`src/rtl/pkt_read_master.sv`:
```
// Read master for slave_device: fetches header + payload per packet and streams payload through a skid FIFO.
// Optional MASTER_RD_CSUM_EN adds csum_o/csum_valid (mod-256 payload sum, valid with done).
module pkt_read_master #(
    parameter int RD_LAT     = 2,
    parameter int FIFO_DEPTH = 4,
    parameter int LEN_W      = 8
) (
    input  logic             clk,
    input  logic             rst_l,
    input  logic             start,
    input  logic [LEN_W-1:0] pkt_len,
    output logic             ram_rd_rq,
    output logic [15:0]      rd_addr,
    input  logic [7:0]       data_i,
    output logic [15:0]      hdr_o,
    output logic             hdr_valid,
    output logic             hdr_err,
    output logic [7:0]       pay_data,
    output logic             pay_valid,
    input  logic             pay_ready,
    output logic             busy,
    output logic             done
`ifdef MASTER_RD_CSUM_EN
    ,
    output logic [7:0]       csum_o,
    output logic             csum_valid
`endif
);

    localparam int PW = $clog2(FIFO_DEPTH);
    localparam int CW = $clog2(FIFO_DEPTH + 1);

    typedef enum logic [1:0] {S_IDLE, S_HDR, S_PAY, S_DRAIN} state_t;
    typedef enum logic [1:0] {C_HI, C_LO, C_PAY} cls_t;

    state_t        state;
    logic [15:0]   last_addr;
    logic          vld_p [0:RD_LAT];
    cls_t          cls_p [0:RD_LAT];
    logic [7:0]    mem [0:FIFO_DEPTH-1];
    logic [PW-1:0] wr_ptr, rd_ptr;
    logic [CW-1:0] count;
    logic [7:0]    prev_lo;
    logic          first_pkt;

    logic push, pop, start_acc, can_issue, drain_pend;
    int   inflight;

    function automatic logic hdr_seq_ok(input logic [7:0] prev, input logic [7:0] cur);
        return cur == 8'(prev + 8'd1);
    endfunction

    assign start_acc = (state == S_IDLE) && start;
    assign push      = vld_p[RD_LAT] && (cls_p[RD_LAT] == C_PAY);
    assign pop       = pay_valid && pay_ready;
    assign pay_valid = (count != '0);
    assign pay_data  = mem[rd_ptr];

    // Credit: a payload read may issue only if a FIFO slot is reserved for it, counting every payload tag still in flight.
    always_comb begin
        inflight   = 0;
        drain_pend = 1'b0;
        for (int i = 0; i <= RD_LAT; i++)
            if (vld_p[i] && (cls_p[i] == C_PAY)) inflight = inflight + 1;
        for (int i = 0; i < RD_LAT; i++)
            drain_pend = drain_pend | vld_p[i];
        can_issue = (FIFO_DEPTH - int'(count) - inflight) > 0;
    end

    // Issue stage: vld_p[0]/cls_p[0] describe the address on the bus this cycle
    always_ff @(posedge clk or negedge rst_l) begin
        if (!rst_l) begin
            state     <= S_IDLE;
            ram_rd_rq <= 1'b0;
            rd_addr   <= '0;
            last_addr <= '0;
            busy      <= 1'b0;
            done      <= 1'b0;
`ifdef MASTER_RD_CSUM_EN
            csum_valid <= 1'b0;
`endif
            for (int i = 0; i <= RD_LAT; i++) begin
                vld_p[i] <= 1'b0;
                cls_p[i] <= C_HI;
            end
        end else begin
            done     <= 1'b0;
`ifdef MASTER_RD_CSUM_EN
            csum_valid <= 1'b0;
`endif
            vld_p[0] <= 1'b0;
            cls_p[0] <= C_HI;
            for (int i = 1; i <= RD_LAT; i++) begin
                vld_p[i] <= vld_p[i-1];
                cls_p[i] <= cls_p[i-1];
            end
            case (state)
                S_IDLE: if (start) begin
                    last_addr <= 16'(pkt_len) + 16'd1;
                    busy      <= 1'b1;
                    ram_rd_rq <= 1'b1;
                    rd_addr   <= '0;
                    vld_p[0]  <= 1'b1;
                    cls_p[0]  <= C_HI;
                    state     <= S_HDR;
                end
                S_HDR: begin
                    rd_addr  <= 16'd1;
                    vld_p[0] <= 1'b1;
                    cls_p[0] <= C_LO;
                    state    <= S_PAY;
                end
                S_PAY: begin
                    if (rd_addr == last_addr) begin
                        ram_rd_rq <= 1'b0;
                        rd_addr   <= '0;
                        state     <= S_DRAIN;
                    end else if (can_issue) begin
                        rd_addr  <= rd_addr + 16'd1;
                        vld_p[0] <= 1'b1;
                        cls_p[0] <= C_PAY;
                    end
                end
                S_DRAIN: if (!drain_pend) begin
                    // Last tag is being captured this edge, so done lines up with its FIFO entry
                    done  <= 1'b1;
                    busy  <= 1'b0;
                    state <= S_IDLE;
`ifdef MASTER_RD_CSUM_EN
                    csum_valid <= 1'b1;
`endif
                end
                default: state <= S_IDLE;
            endcase
        end
    end

    // Capture stage: vld_p[RD_LAT] marks the byte currently on data_i
    always_ff @(posedge clk or negedge rst_l) begin
        if (!rst_l) begin
            hdr_o     <= '0;
            hdr_valid <= 1'b0;
            hdr_err   <= 1'b0;
            prev_lo   <= '0;
            first_pkt <= 1'b1;
            wr_ptr    <= '0;
            rd_ptr    <= '0;
            count     <= '0;
            for (int i = 0; i < FIFO_DEPTH; i++) mem[i] <= '0;
`ifdef MASTER_RD_CSUM_EN
            csum_o <= '0;
`endif
        end else begin
            hdr_valid <= 1'b0;
            if (vld_p[RD_LAT]) begin
                case (cls_p[RD_LAT])
                    C_HI: hdr_o[15:8] <= data_i;
                    C_LO: begin
                        hdr_o[7:0] <= data_i;
                        hdr_valid  <= 1'b1;
                        if (!first_pkt && !hdr_seq_ok(prev_lo, data_i)) hdr_err <= 1'b1;
                        prev_lo    <= data_i;
                        first_pkt  <= 1'b0;
                    end
                    default: ;
                endcase
            end
            if (push) begin
                mem[wr_ptr] <= data_i;
                wr_ptr      <= wr_ptr + PW'(1);
            end
            if (pop) rd_ptr <= rd_ptr + PW'(1);
            if (push && !pop)      count <= count + CW'(1);
            else if (!push && pop) count <= count - CW'(1);
`ifdef MASTER_RD_CSUM_EN
            if (start_acc)  csum_o <= '0;
            else if (push)  csum_o <= csum_o + data_i;
`endif
        end
    end

    a_no_overflow: assert property (@(posedge clk) disable iff (!rst_l)
        !(push && !pop && (count == CW'(FIFO_DEPTH))));

endmodule

```
`config.mk`:
```
export PLATFORM = sky130hd
export DESIGN_NAME = pkt_read_master
export DESIGN_NICKNAME = d
export VERILOG_FILES = /design/src/rtl/pkt_read_master.sv
export SDC_FILE = /design/constraint.sdc
export NUM_CORES = 1
export LEC_CHECK = 0
export ABC_CLOCK_PERIOD_IN_PS = 6560
export CAP_MARGIN = 20
export CORE_UTILIZATION = 41
export DETAILED_ROUTE_END_ITERATION = 8
export GPL_ROUTABILITY_DRIVEN = 0
export PLACE_DENSITY = 0.68
export SLEW_MARGIN = 10
export SYNTH_ARGS = -nofsm -noshare
export SYNTH_HDL_FRONTEND = slang
export SYNTH_SLANG_ARGS = --single-unit
```
`constraint.sdc`:
```
create_clock -name clk -period 6.56 [get_ports clk]
set_input_delay 1.312 -clock clk [delete_from_list [all_inputs] [get_ports clk]]
set_output_delay 1.312 -clock clk [all_outputs]
set_load 0.01 [all_outputs]
```
# [After elaboration in Yosys (flattened, before gate mapping)]
# Cells that the tools add are included.
[totals] reg_bits=104 input_bits=20 out_inout_bits=46 elab_cells=117
[classes] n_addsub=11 n_lt_le_gt_ge=4 n_eq_ne=13 muxes=35 bitwise=3 reduce_logical=27
[op_table] op="adder 32 x 2 -> 32 bit, second input constant" count=2
[op_table] op="2-to-1 mux 32 bit" count=2
[op_table] op="2-to-1 mux 16 bit" count=3
[op_table] op="case mux 16 bit (3 select lines)" count=1
[op_table] op="bitwise mux 32 bit" count=1
[op_table] op="> comparator 32 x 1 -> 1 bit, second input constant" count=1
[op_table] op="subtractor 4 x 32 -> 32 bit" count=1
[op_table] op="2-to-1 mux 8 bit" count=3
[op_table] op="adder 16 x 1 -> 16 bit, second input constant" count=1
[op_table] op="binary-select mux 8 bit (select 2 bit)" count=1
[op_table] op="demux 8 bit (select 2 bit)" count=1
[op_table] op="equality test 16 bit" count=1
[op_table] op="AND reduction 3 bit" count=5
[op_table] op="2-to-1 mux 1 bit" count=11
[op_table] op="equality test 2 bit, second input constant" count=5
[op_table] op="2-to-1 mux 2 bit" count=5
[op_table] op="adder 8 x 1 -> 9 bit, second input constant" count=1
[op_table] op="adder 8 x 1 -> 8 bit, second input constant" count=1
[op_table] op="equality test 8 bit" count=1
[op_table] op="logical AND 1 bit" count=8
[op_table] op="case mux 2 bit (4 select lines)" count=1
[op_table] op="greater-or-equal comparator 3 bit, second input constant" count=2
[op_table] op="2-to-1 mux 3 bit" count=2
[op_table] op="inequality test 2 bit, second input constant" count=3
[op_table] op="17 further kinds" count=30

# [Longest topological paths before layout]
# Gate-level depths: netlist of the first run.
[depth] ltp_word=12 ltp_mapped=17 mapped_depth_nobuf=16

# [Least setup slack after synthesis of the first run]
# Ideal clock, no wire load.
[synth_path] path_type="flip-flop to flip-flop" start="register vld_p[1] in the netlist's numbering" end="register rd_addr[11]" setup_ns=0.126 arrival_time_ns=3.302 t_required_ns=6.434 slack_ns=3.132 path_stages_with_launch=17 n_path_buf=0 synth_period_minus_slack_ns=3.428 path_cell_list="dfrtp_1 -> nand2_1 -> or2_2 -> inv_1 -> ha_1 -> xor2_1 -> ha_1 -> inv_1 -> fa_1 -> nand2_1 -> nand2_1 -> ha_1 -> nand4bb_1 -> o31ai_4 -> nor3_2 -> and2_1 -> a221o_1"
[synth_via] elab_chain_cells=8
[synth_lines] item="start, declared" line_no="38" source="logic vld_p [0:RD_LAT];"
[synth_lines] item="start signal, assigned by index" line_no="94" source="vld_p[i] <= vld_p[i-1];"
[synth_lines] item="logical AND 1 bit *" line_no="64" source="if (vld_p[i] && (cls_p[i] == C_PAY)) inflight = inflight + 1;"
[synth_lines] item="2-to-1 mux 32 bit *" line_no="64"
[synth_lines] item="adder 32 x 2 -> 32 bit" line_no="64"
[synth_lines] item="2-to-1 mux 32 bit *" line_no="64"
[synth_lines] item="subtractor 4 x 32 -> 32 bit *" line_no="67" source="can_issue = (FIFO_DEPTH - int'(count) - inflight) > 0;"
[synth_lines] item="> comparator 32 x 1 -> 1 bit *" line_no="67"
[synth_lines] item="inequality test 3 bit (no line) *"
[synth_lines] item="AND reduction 3 bit (no line) *"
[synth_lines] item="end signal, assigned" line_no="119" source="rd_addr <= rd_addr + 16'd1;"
[synth_lines] item="end, declared" line_no="13" source="output logic [15:0] rd_addr,"
# Every way passes the cells marked *; elsewhere a longest branch is shown, timed or not.
# A chain may end at the register's enable or synchronous reset.

# [Worst setup path in the final report of the first run]
[layout_path] start="register vld_p[1] in the netlist's numbering" end="register rd_addr[4]"
# The elaborated chain is that of the path after synthesis.

==> run_results.csv, run 1 <==
group,metric,value,unit
timing,rsz0062_at_grt,"no",
layout,fill_cells,1101,
placed_design,portBuffers,65,
worst_setup_path,end_kind,"flop",
clocking,cts_made_buffers,9,
clocking,worst_skew_pair.late_latency,350,ps
die,start_util,42.21,%
worst_hold_path,hold_class,"reg -> reg",
logic_synthesis,async_reset_ff_share,100.0,%
routing,firstDrtPassIters,4,
die,design.die.area,12810,sq um
pwr,power.density,435.9,nW/um^2
status,status,"complete, no violations",
pwr,switching_power,0.9523,mW
routing,drc,0,
timing,max_clock_freq,238.4,MHz
clocking,cts_max_path_buffers,2,
layout,seq_area,2429,sq um
clocking,path_clk_slew,70,ps
worst_setup_path,arrival,4450,ps
pwr,switching_share,35.58,%
logic_synthesis,synthCells,444,
logic_synthesis,post_synth_num_cell_types,61,
job,drv_cap,0,
clocking,postCtsSetupBuffers,0,
timing,final_max_slew_viol_count,0,
layout,drive_above_1_share,16.18,%
global_route,antenna_found_initial,0,
global_route,overflow,0,
logic_synthesis,yosys_warnings,0,
pwr,clkPwrFrac,19.7,%
worst_setup_path,cp.required,6820,ps
pwr,p_leak,2.577,nW
clocking,cts_tree,"done",
layout,syn_to_final_growth,21.10,%
timing,fin_skew,6.524,ps
global_route,grt_usage,17.58,%
clocking,htree_levels,3,
pwr,combPwrFrac,43.5,%
layout,diodes,0,
timing,slew_headroom,35.84,%
timing,setup_viol,0,
worst_setup_path,path_class,"reg -> reg",
global_route,grt_max_degree,78,
routing,wl_per_cell,15.72,um
timing,worst_pin_slew,962.4,ps
routing,vias,3560,
timing,fin_setup_tns,0,ps
global_route,grt_pass1_vias,3527,
global_route,grt_pass1_wl,17470,um
layout,fin_nets,553,
die,io_pins,66,
layout,utilization,51.11,%
routing,drt-initial-drc-count,245,
clocking,ctsRootBufferMaster,"clkbuf_16",
routing,vias_per_cell,5.394,
timing,fin_crit,4194,ps
routing,wirelength,10380,um
die,core-area,12010,sq um
logic_synthesis,ys_ff_latch,97,
logic_synthesis,synth_top_flop_cell,"dfrtp_1",
pwr,vdd_drop_max,0.1707,mV
pwr,pwr-share-seq,36.9,%
layout,multi_input_area,2476,sq um
logic_synthesis,seq_area_frac_synth,47.90,%
pwr,p_int,1.724,mW
timing,min_period_over_period,63.93,%
clocking,holdBufCountCts,0,
die,rows,40,
logic_synthesis,syn-num-nets,488,
logic_synthesis,synth_area,5070,sq um
logic_synthesis,synth.largest_area_cell,"dfrtp_1",
logic_synthesis,syn_avg_cell_area,11.42,sq um
placed_design,dp_hpwl,7426,um
worst_setup_path,startpoint_type,"flop",
timing,finalHoldViolCount,0,
clocking,cts_sinks,97,
logic_synthesis,synth_top_area_share,47.38,%
die,die_h,113.2,um
die,die_w,113.2,um
clocking,post_cts_resize_count,0,
logic_synthesis,yosys-top-cells-area,"dfrtp_1, mux2_2, ha_1",
worst_setup_path,cp_max_fo,17,
logic_synthesis,synth_edf_count,0,
routing,drt.antenna.violating_nets,0,
-- power groups by stage --
stage | clock network [mW] | registers [mW] | logic [mW]
floorplan | 0 | 0.965 | 0.796
global placement | 0 | 0.987 | 1.13
detailed placement | 0 | 0.999 | 1.17
CTS | 0.542 | 0.990 | 1.18
global route | 0.561 | 1.02 | 1.29
finish | 0.527 | 0.987 | 1.16
-- kinds of logic after synthesis --
group           count (synthesis)  synth area share, %
simple gates                  149                15.84
flops                          97                47.90
mux                            53                13.60
compound gates                 47                6.984
buf+inv                        39                3.257
xor+xnor                       35                6.194
fa+ha+maj                      24                6.219
-- flip-flops by register name (all words and copies together), names as in the netlist --
register   count
busy           1
cls_p          6
count          3
done           1
first_pkt      1
hdr_err        1
hdr_o         16
hdr_valid      1
last_addr      9
mem           32
ram_rd_rq      1
rd_addr       16
rd_ptr         2
state          2
vld_p          3
wr_ptr         2
-- worst max-delay path, cell delays in order (launching register included) --
cell	delay [ps]
dfrtp_1	390
nand2_1	60
or2_2	280
inv_1	60
ha_1	240
xor2_1	180
ha_1	180
inv_1	60
fa_1	390
nand2_1	90
nand2_1	60
ha_1	270
nand4bb_1	190
o31ai_4	120
nor3_2	790
nand2_1	440
o221ai_1	300
-- layer usage --
metal	vias to the layer above	wire (um)	global-route usage [%]
met1	1744	4725	22.56
met2	88	4997	29.08
met5	-	0	0
met4	0	169	5.877
met3	12	486	4.392
li1	1716	-	-
-- cell usage after synthesis (all sizes together), types with 2 or more instances --
cell,instances
a21oi,4
a221o,2
a2bb2oi,2
a31oi,2
and2,3
and3,3
and3b,3
and4,3
buf,6
clkbuf,6
dfrtp,96
fa,2
ha,22
inv,26
mux2,44
mux4,8
nand2,59
nand2b,4
nand3,23
nand4,11
nor2,13
nor2b,3
nor3,9
nor3b,2
nor4,3
o211ai,2
o21ai,18
o221ai,10
or2,2
or3,2
xnor2,18
xor2,17
-- path summary, 6_finish.rpt --
kind	startpoint	to	slack, ps	cells past startpoint
setup reg to reg	vld_p[1]$_DFF_PN0_	rd_addr[4]$_DFFE_PN0P_	2370	16
setup / recovery	vld_p[1]$_DFF_PN0_	rd_addr[4]$_DFFE_PN0P_	2370	16
min in group asynchronous	rst_l	mem[31]$_DFFE_PN0P_	830	1
max in group asynchronous	rst_l	rd_addr[7]$_DFFE_PN0P_	4480	2
hold reg to reg	cls_p[5]$_DFF_PN0_	cls_p[3]$_DFF_PN0_	370	0
hold / removal	cls_p[5]$_DFF_PN0_	cls_p[3]$_DFF_PN0_	370	0
-- final cells by class --
type / instances / share of cell area [%]
clock buffers: 9 / 3.668
clock inverters: 6 / 1.121
inverters: 27 / 1.651
multi-input cells: 308 / 40.33
flip-flops and latches: 97 / 39.56
well taps: 147 / 2.996
repair buffers: 66 / 10.68
-- stage by stage --
stage | setup slack (ps) | hold WS, ps | cells | power [mW] | area (sq um)
after floorplan | 3132 | 346.8 | 444 | 1.761 | 5070
after global placement | 2481 | 351.8 | 645 | 2.117 | 5846
after detailed placement | 2365 | 354.2 | 645 | 2.171 | 5846
after CTS | 2307 | 369.0 | 660 | 2.712 | 6140
after global routing | 2008 | 391.0 | 660 | 2.868 | 6140
final | 2366 | 369.0 | 660 | 2.677 | 6140
-- placed cells by master (no fill, tap or decap), types with 13 or more instances in the layout --
master,n
nor2_1,13
dfrtp_1,96
mux2_2,43
xor2_1,16
nand2_1,59
nand3_1,21
inv_1,26
clkdlybuf4s50_1,64
xnor2_1,18
ha_1,22
o21ai_0,17
Note: power is estimated with default switching activity, not from simulation.
==> inputs of run 2 (changes only) <==
Settings changed: ABC_CLOCK_PERIOD_IN_PS 6560 to 3450, PLACE_DENSITY 0.68 to 0.71.
Clock period 6.56 ns to 3.45 ns, I/O delays scaled along.
==> run 2 against run 1 <==
Compared with the run above:
- global-route usage grew 1.3 points
- die area is the same
- largest cell class unchanged
- cell count grew 2.3%
- critical endpoint is now rd_addr[6]$_DFFE_PN0P_
- sequential share of layout area shrank 1.9 points
- routed wire length grew 6.7%
- count of clock-buffer cells in the layout grew 1
==> run_results.csv, run 2 (synthesis gave the netlist of run 1 again) <==
group,metric,value,unit
worst_setup_path,cp.buffers_inverters,4,
worst_setup_path,crit_path_max_incr_delay,380,ps
clocking,path_clk_slew,70,ps
timing,fin_skew,5.835,ps
status,status,"complete, no violations",
layout,diodes,0,
clocking,cts_max_path_buffers,2,
die,die_w,113.2,um
layout,utilization,53.70,%
layout,fill_cells,1044,
timing,setup_slack,76.95,ps
pwr,power.density,864.2,nW/um^2
timing,setup_viol,0,
worst_setup_path,cp_max_fo,6,
global_route,grt_max_degree,69,
clocking,worst_skew_pair.late_latency,350,ps
layout,syn_to_final_growth,27.22,%
job,drv_cap,0,
worst_hold_path,hold_depth,0,
routing,drt.antenna.violating_nets,0,
timing,min_period_over_period,97.77,%
die,start_util,42.21,%
layout,design_area,6450,sq um
clocking,cts_tree,"done",
clocking,ctsRootBufferMaster,"clkbuf_16",
routing,drc,0,
worst_setup_path,rr_worst_depth,16,
timing,final_max_slew_viol_count,0,
die,io_pins,66,
layout,final_common_cell,"dfrtp_1",
worst_hold_path,hold_end,"cls_p[1]$_DFF_PN0_",
worst_setup_path,path_cells,"or2_4 > inv_2 > ha_4 > xor2_2 > ha_2 > inv_2 > fa_2 > nand2_1 > nand2_1 > ha_1 > nand4bb_4 > o31ai_4 > buf_6 > a31oi_4 > buf_6 > o221ai_2",
die,rows,40,
placed_design,portBuffers,65,
global_route,grt_pass1_wl,18770,um
placed_design,pre_cts_ws,-114.7,ps
layout,drive_above_1_share,23.48,%
routing,vias,3625,
worst_setup_path,crit_cells,16,
worst_setup_path,arrival,3630,ps
layout,seq_area,2429,sq um
layout,top_register,"mem",
timing,slew_headroom,40.99,%
worst_setup_path,rr_endpoint,"rd_addr[6]$_DFFE_PN0P_",
layout,multi_input_area,2621,sq um
routing,wirelength,11070,um
global_route,antenna_found_initial,0,
global_route,grt_usage,18.87,%
routing,firstDrtPassIters,4,
placed_design,dp_hpwl,7751,um
die,design.die.area,12810,sq um
global_route,overflow,0,
die,die_h,113.2,um
worst_hold_path,hold_class,"reg -> reg",
timing,rsz0062_at_grt,"yes",
layout,largest_reg_flops,32,
routing,drt-initial-drc-count,189,
worst_setup_path,end_kind,"flop",
timing,fin_crit,3373,ps
worst_setup_path,crit_slowest_cell,"dfrtp_1",
worst_setup_path,r2r-start,"cls_p[2]$_DFF_PN0_",
clocking,cts_sinks,97,
clocking,htree_levels,3,
layout,fin_nets,567,
die,core-area,12010,sq um
clocking,cts_made_buffers,9,
timing,max_clock_freq,296.5,MHz
routing,wl_per_cell,16.40,um
layout,reg_top3,"mem (32), hdr_o (16), rd_addr (16)",
worst_hold_path,min_from,"cls_p[3]$_DFF_PN0_",
layout,layout_common_cells,"dfrtp_1, clkdlybuf4s50_1, nand2_1",
worst_setup_path,r2r_slack,80,ps
routing,vias_per_cell,5.370,
pwr,vdd_drop_max,0.3794,mV
pwr,p_leak,2.676,nW
timing,fin_hold_ws,379.2,ps
pwr,total_power,5.574,mW
worst_setup_path,cp.required,3710,ps
timing,worst_pin_slew,885.2,ps
global_route,grt_pass1_vias,3786,
worst_setup_path,startpoint_type,"flop",
timing,finalHoldViolCount,0,
worst_setup_path,path_class,"reg -> reg",
worst_setup_path,crit_family,"adder cells",
placed_design,place_area,5918,sq um
==> run 2: routing by layer <==
metal	vias up	global-route usage [%]	share of wire (%)
li1	1737	-	-
met1	1781	23.63	45
met2	96	32.60	50
met3	11	4.767	4.4
met4	0	4.825	0.96
met5	-	0	0
==> run 2: report_power, final <==
group | leakage [nW] | internal, mW | switching, mW
sequential | 1.20 | 1.53 | 0.345
clock | 0.151 | 0.656 | 0.434
combinational | 1.33 | 1.42 | 1.19
==> run 2: worst max path at each step <==
stage	start	endpoint
after CTS	cls_p[2]$_DFF_PN0_	rd_addr[0]$_DFFE_PN0P_
after floorplan	vld_p[1]$_DFF_PN0_	rd_addr[11]$_DFFE_PN0P_
after detailed placement	cls_p[2]$_DFF_PN0_	rd_addr[15]$_DFFE_PN0P_
final	cls_p[2]$_DFF_PN0_	rd_addr[6]$_DFFE_PN0P_
after global routing	cls_p[3]$_DFF_PN0_	rd_addr[12]$_DFFE_PN0P_
after global placement	cls_p[2]$_DFF_PN0_	rd_addr[11]$_DFFE_PN0P_
==> run 2: cell type report <==
| type | instances | share of cell area, % |
|---|---|---|
| well taps | 147 | 2.852 |
| clock buffers | 10 | 3.705 |
| repair buffers | 80 | 12.16 |
| inverters | 27 | 1.571 |
| clock inverters | 6 | 1.416 |
| flip-flops and latches | 97 | 37.65 |
| multi-input cells | 308 | 40.64 |
==> run 2: per-stage QoR <==
stage / cells / TNS (ps)
detailed placement: 653 / -1291
floorplan: 444 / 0
CTS: 673 / 0
global route: 675 / -863.6
finish: 675 / 0
global placement: 653 / 0
==> run 2: repair_timing <==
| item | 4_1_cts | 5_1_grt |
|---|---|---|
| endpoints found under the setup margin | 16 | 16 |
| pin swaps | 6 | 13 |
| gates cloned | 1 | 0 |
| buffers inserted | 3 | 3 |
| resized for setup | 15 | 21 |
| hold buffers | 0 | 0 |
==> run 2: worst register-to-register path: cells and delay by family (launching register included) <==
| kind | cells | cell delay [ps] |
|---|---|---|
| and+or+nand+nor | 4 | 630 |
| xor gates and xnor gates | 1 | 170 |
| adders and majority gates | 4 | 1040 |
| AOI/OAI and AO/OA | 3 | 630 |
| DFF | 1 | 380 |
| buffers and inverters | 4 | 460 |
==> inputs of run 3 (changes only) <==
Settings changed: CORE_MARGIN set to 2.
==> run 3 against run 2 <==
Compared with the run above:
- sequential power is essentially flat
- sequential share of layout area is 0.35 points higher
- worst hold slack improved by 6.2 ps
- cell count grew 3.0%
- critical path depth is 4 lower
- worst setup slack got worse by 58 ps
- via count shrank 0.66%
- global-route usage is 1.7 points lower
- count of clock-buffer cells in the layout is the same
- largest cell class unchanged
- highest routed layer unchanged
==> run_results.csv, run 3 (synthesis gave the netlist of run 1 again) <==
group,metric,value,unit
status,status,"complete, no violations",
clocking,cts_sinks,97,
timing,min_period_over_period,99.46,%
layout,diodes,0,
pwr,vdd_drop_max,0.3735,mV
worst_hold_path,hold_class,"in -> async",
die,rows,40,
worst_setup_path,arrival,3660,ps
routing,vias_per_cell,5.181,
timing,rsz0062_at_grt,"yes",
routing,firstDrtPassIters,4,
layout,fin_nets,566,
timing,fin_crit,3431,ps
die,die_h,115.2,um
pwr,power.density,843.1,nW/um^2
routing,vias,3601,
clocking,htree_levels,3,
layout,top_register,"mem",
routing,drt.antenna.violating_nets,0,
pwr,p_leak,2.644,nW
clocking,cts_max_path_buffers,2,
placed_design,dp_hpwl,7677,um
die,io_pins,66,
timing,setup_viol,0,
layout,utilization,52.98,%
worst_setup_path,cp.required,3680,ps
timing,setup_slack,18.71,ps
die,design.die.area,13270,sq um
die,die_w,115.2,um
worst_setup_path,end_kind,"flop",
worst_setup_path,cp_max_fo,4,
placed_design,pre_cts_ws,-83.85,ps
clocking,worst_skew_pair.late_latency,340,ps
routing,drc,0,
timing,max_clock_freq,291.4,MHz
clocking,cts_made_buffers,9,
placed_design,portBuffers,65,
clocking,ctsRootBufferMaster,"clkbuf_16",
layout,largest_reg_flops,32,
layout,layout_common_cells,"dfrtp_1, clkdlybuf4s50_1, nand2_1",
worst_setup_path,startpoint_type,"flop",
routing,wl_per_cell,15.81,um
job,drv_cap,0,
timing,worst_pin_slew,702.2,ps
layout,multi_input_area,2592,sq um
global_route,grt_usage,17.13,%
layout,drive_above_1_share,22.58,%
global_route,grt_pass1_vias,3654,
timing,slew_headroom,53.19,%
global_route,overflow,0,
clocking,path_clk_slew,70,ps
routing,drt-initial-drc-count,181,
global_route,grt_pass1_wl,17820,um
layout,syn_to_final_growth,26.04,%
timing,final_max_slew_viol_count,0,
die,start_util,42.03,%
die,core-area,12060,sq um
clocking,cts_tree,"done",
timing,fin_skew,8.588,ps
layout,fill_cells,1020,
routing,wirelength,10990,um
timing,fin_setup_tns,0,ps
worst_setup_path,path_class,"reg -> reg",
global_route,antenna_found_initial,0,
global_route,grt_max_degree,56,
layout,seq_area,2429,sq um
timing,finalHoldViolCount,0,
layout,final_common_cell,"dfrtp_1",
timing,fin_hold_ws,385.3,ps
layout,reg_top3,"mem (32), hdr_o (16), rd_addr (16)",
## run 3: cell types whose count changed in the layout (fill, tap and decap cells not counted), moves of 2 or more
cell / change
inv_6: +3
bufinv_16: -2
clkinvlp_4: -2
ha_4: -2
## run 3: area by class of cell
cell class / instances / share of cell area [%]
Clock buffer: 10 / 3.583
Tap cell: 168 / 3.290
Clock inverter: 6 / 0.8028
Inverter: 27 / 1.586
Sequential cell: 97 / 38.01
Timing Repair Buffer: 79 / 12.16
Multi-Input combinational cell: 308 / 40.57
## run 3: final timing paths
path	startpoint	endpoint	slack, ps	cells after the start
min reg2reg	cls_p[2]$_DFF_PN0_	cls_p[0]$_DFF_PN0_	390	0
min in group clk	cls_p[2]$_DFF_PN0_	cls_p[0]$_DFF_PN0_	390	0
max reg2reg	cls_p[0]$_DFF_PN0_	rd_addr[0]$_DFFE_PN0P_	20	12
min	rst_l	mem[27]$_DFFE_PN0P_	390	1
max	cls_p[0]$_DFF_PN0_	rd_addr[0]$_DFFE_PN0P_	20	12
max in group asynchronous	rst_l	last_addr[5]$_DFFE_PN0P_	2370	2
## run 3: per-stage QoR
step,std cells,area [sq um],total power [mW]
CTS,690,6254,5.278
finish,695,6390,5.387
global placement,674,5944,4.088
detailed placement,674,5944,4.214
floorplan,444,5070,3.348
global route,695,6390,5.773
## run 3: repair_timing
item | CTS | global route
cloned | 0 | 1
hold buffers | 0 | 0
endpoints found under the setup margin | 15 | 16
gates resized for setup | 6 | 27
pin swaps | 1 | 14
setup buffers | 0 | 4
## run 3: worst max-delay path, cell delays in order, from the launching register on
cell and delay (ps):
dfrtp_1 400, and3b_1 380, mux2i_4 290, ha_1 260
nor2b_2 170, o21ai_2 160, nand2b_1 80, ha_1 280
or3b_4 420, o31ai_4 270, buf_6 160, a31oi_4 120
mux2_4 330
## run 3: report_power, final
group	internal, mW	switching [mW]	leakage [nW]
combinational	1.39	1.16	1.31
sequential	1.53	0.349	1.20
clock	0.500	0.454	0.134
total	3.42	1.97	2.64
## run 3: per-layer routing
layer | vias to the layer above | wire [um] | global-route usage, %
li1 | 1739 | - | -
met1 | 1766 | 5008 | 22.40
met2 | 79 | 5398 | 28.43
met3 | 17 | 428 | 3.795
met4 | 0 | 152 | 5.622
met5 | - | 0 | 0
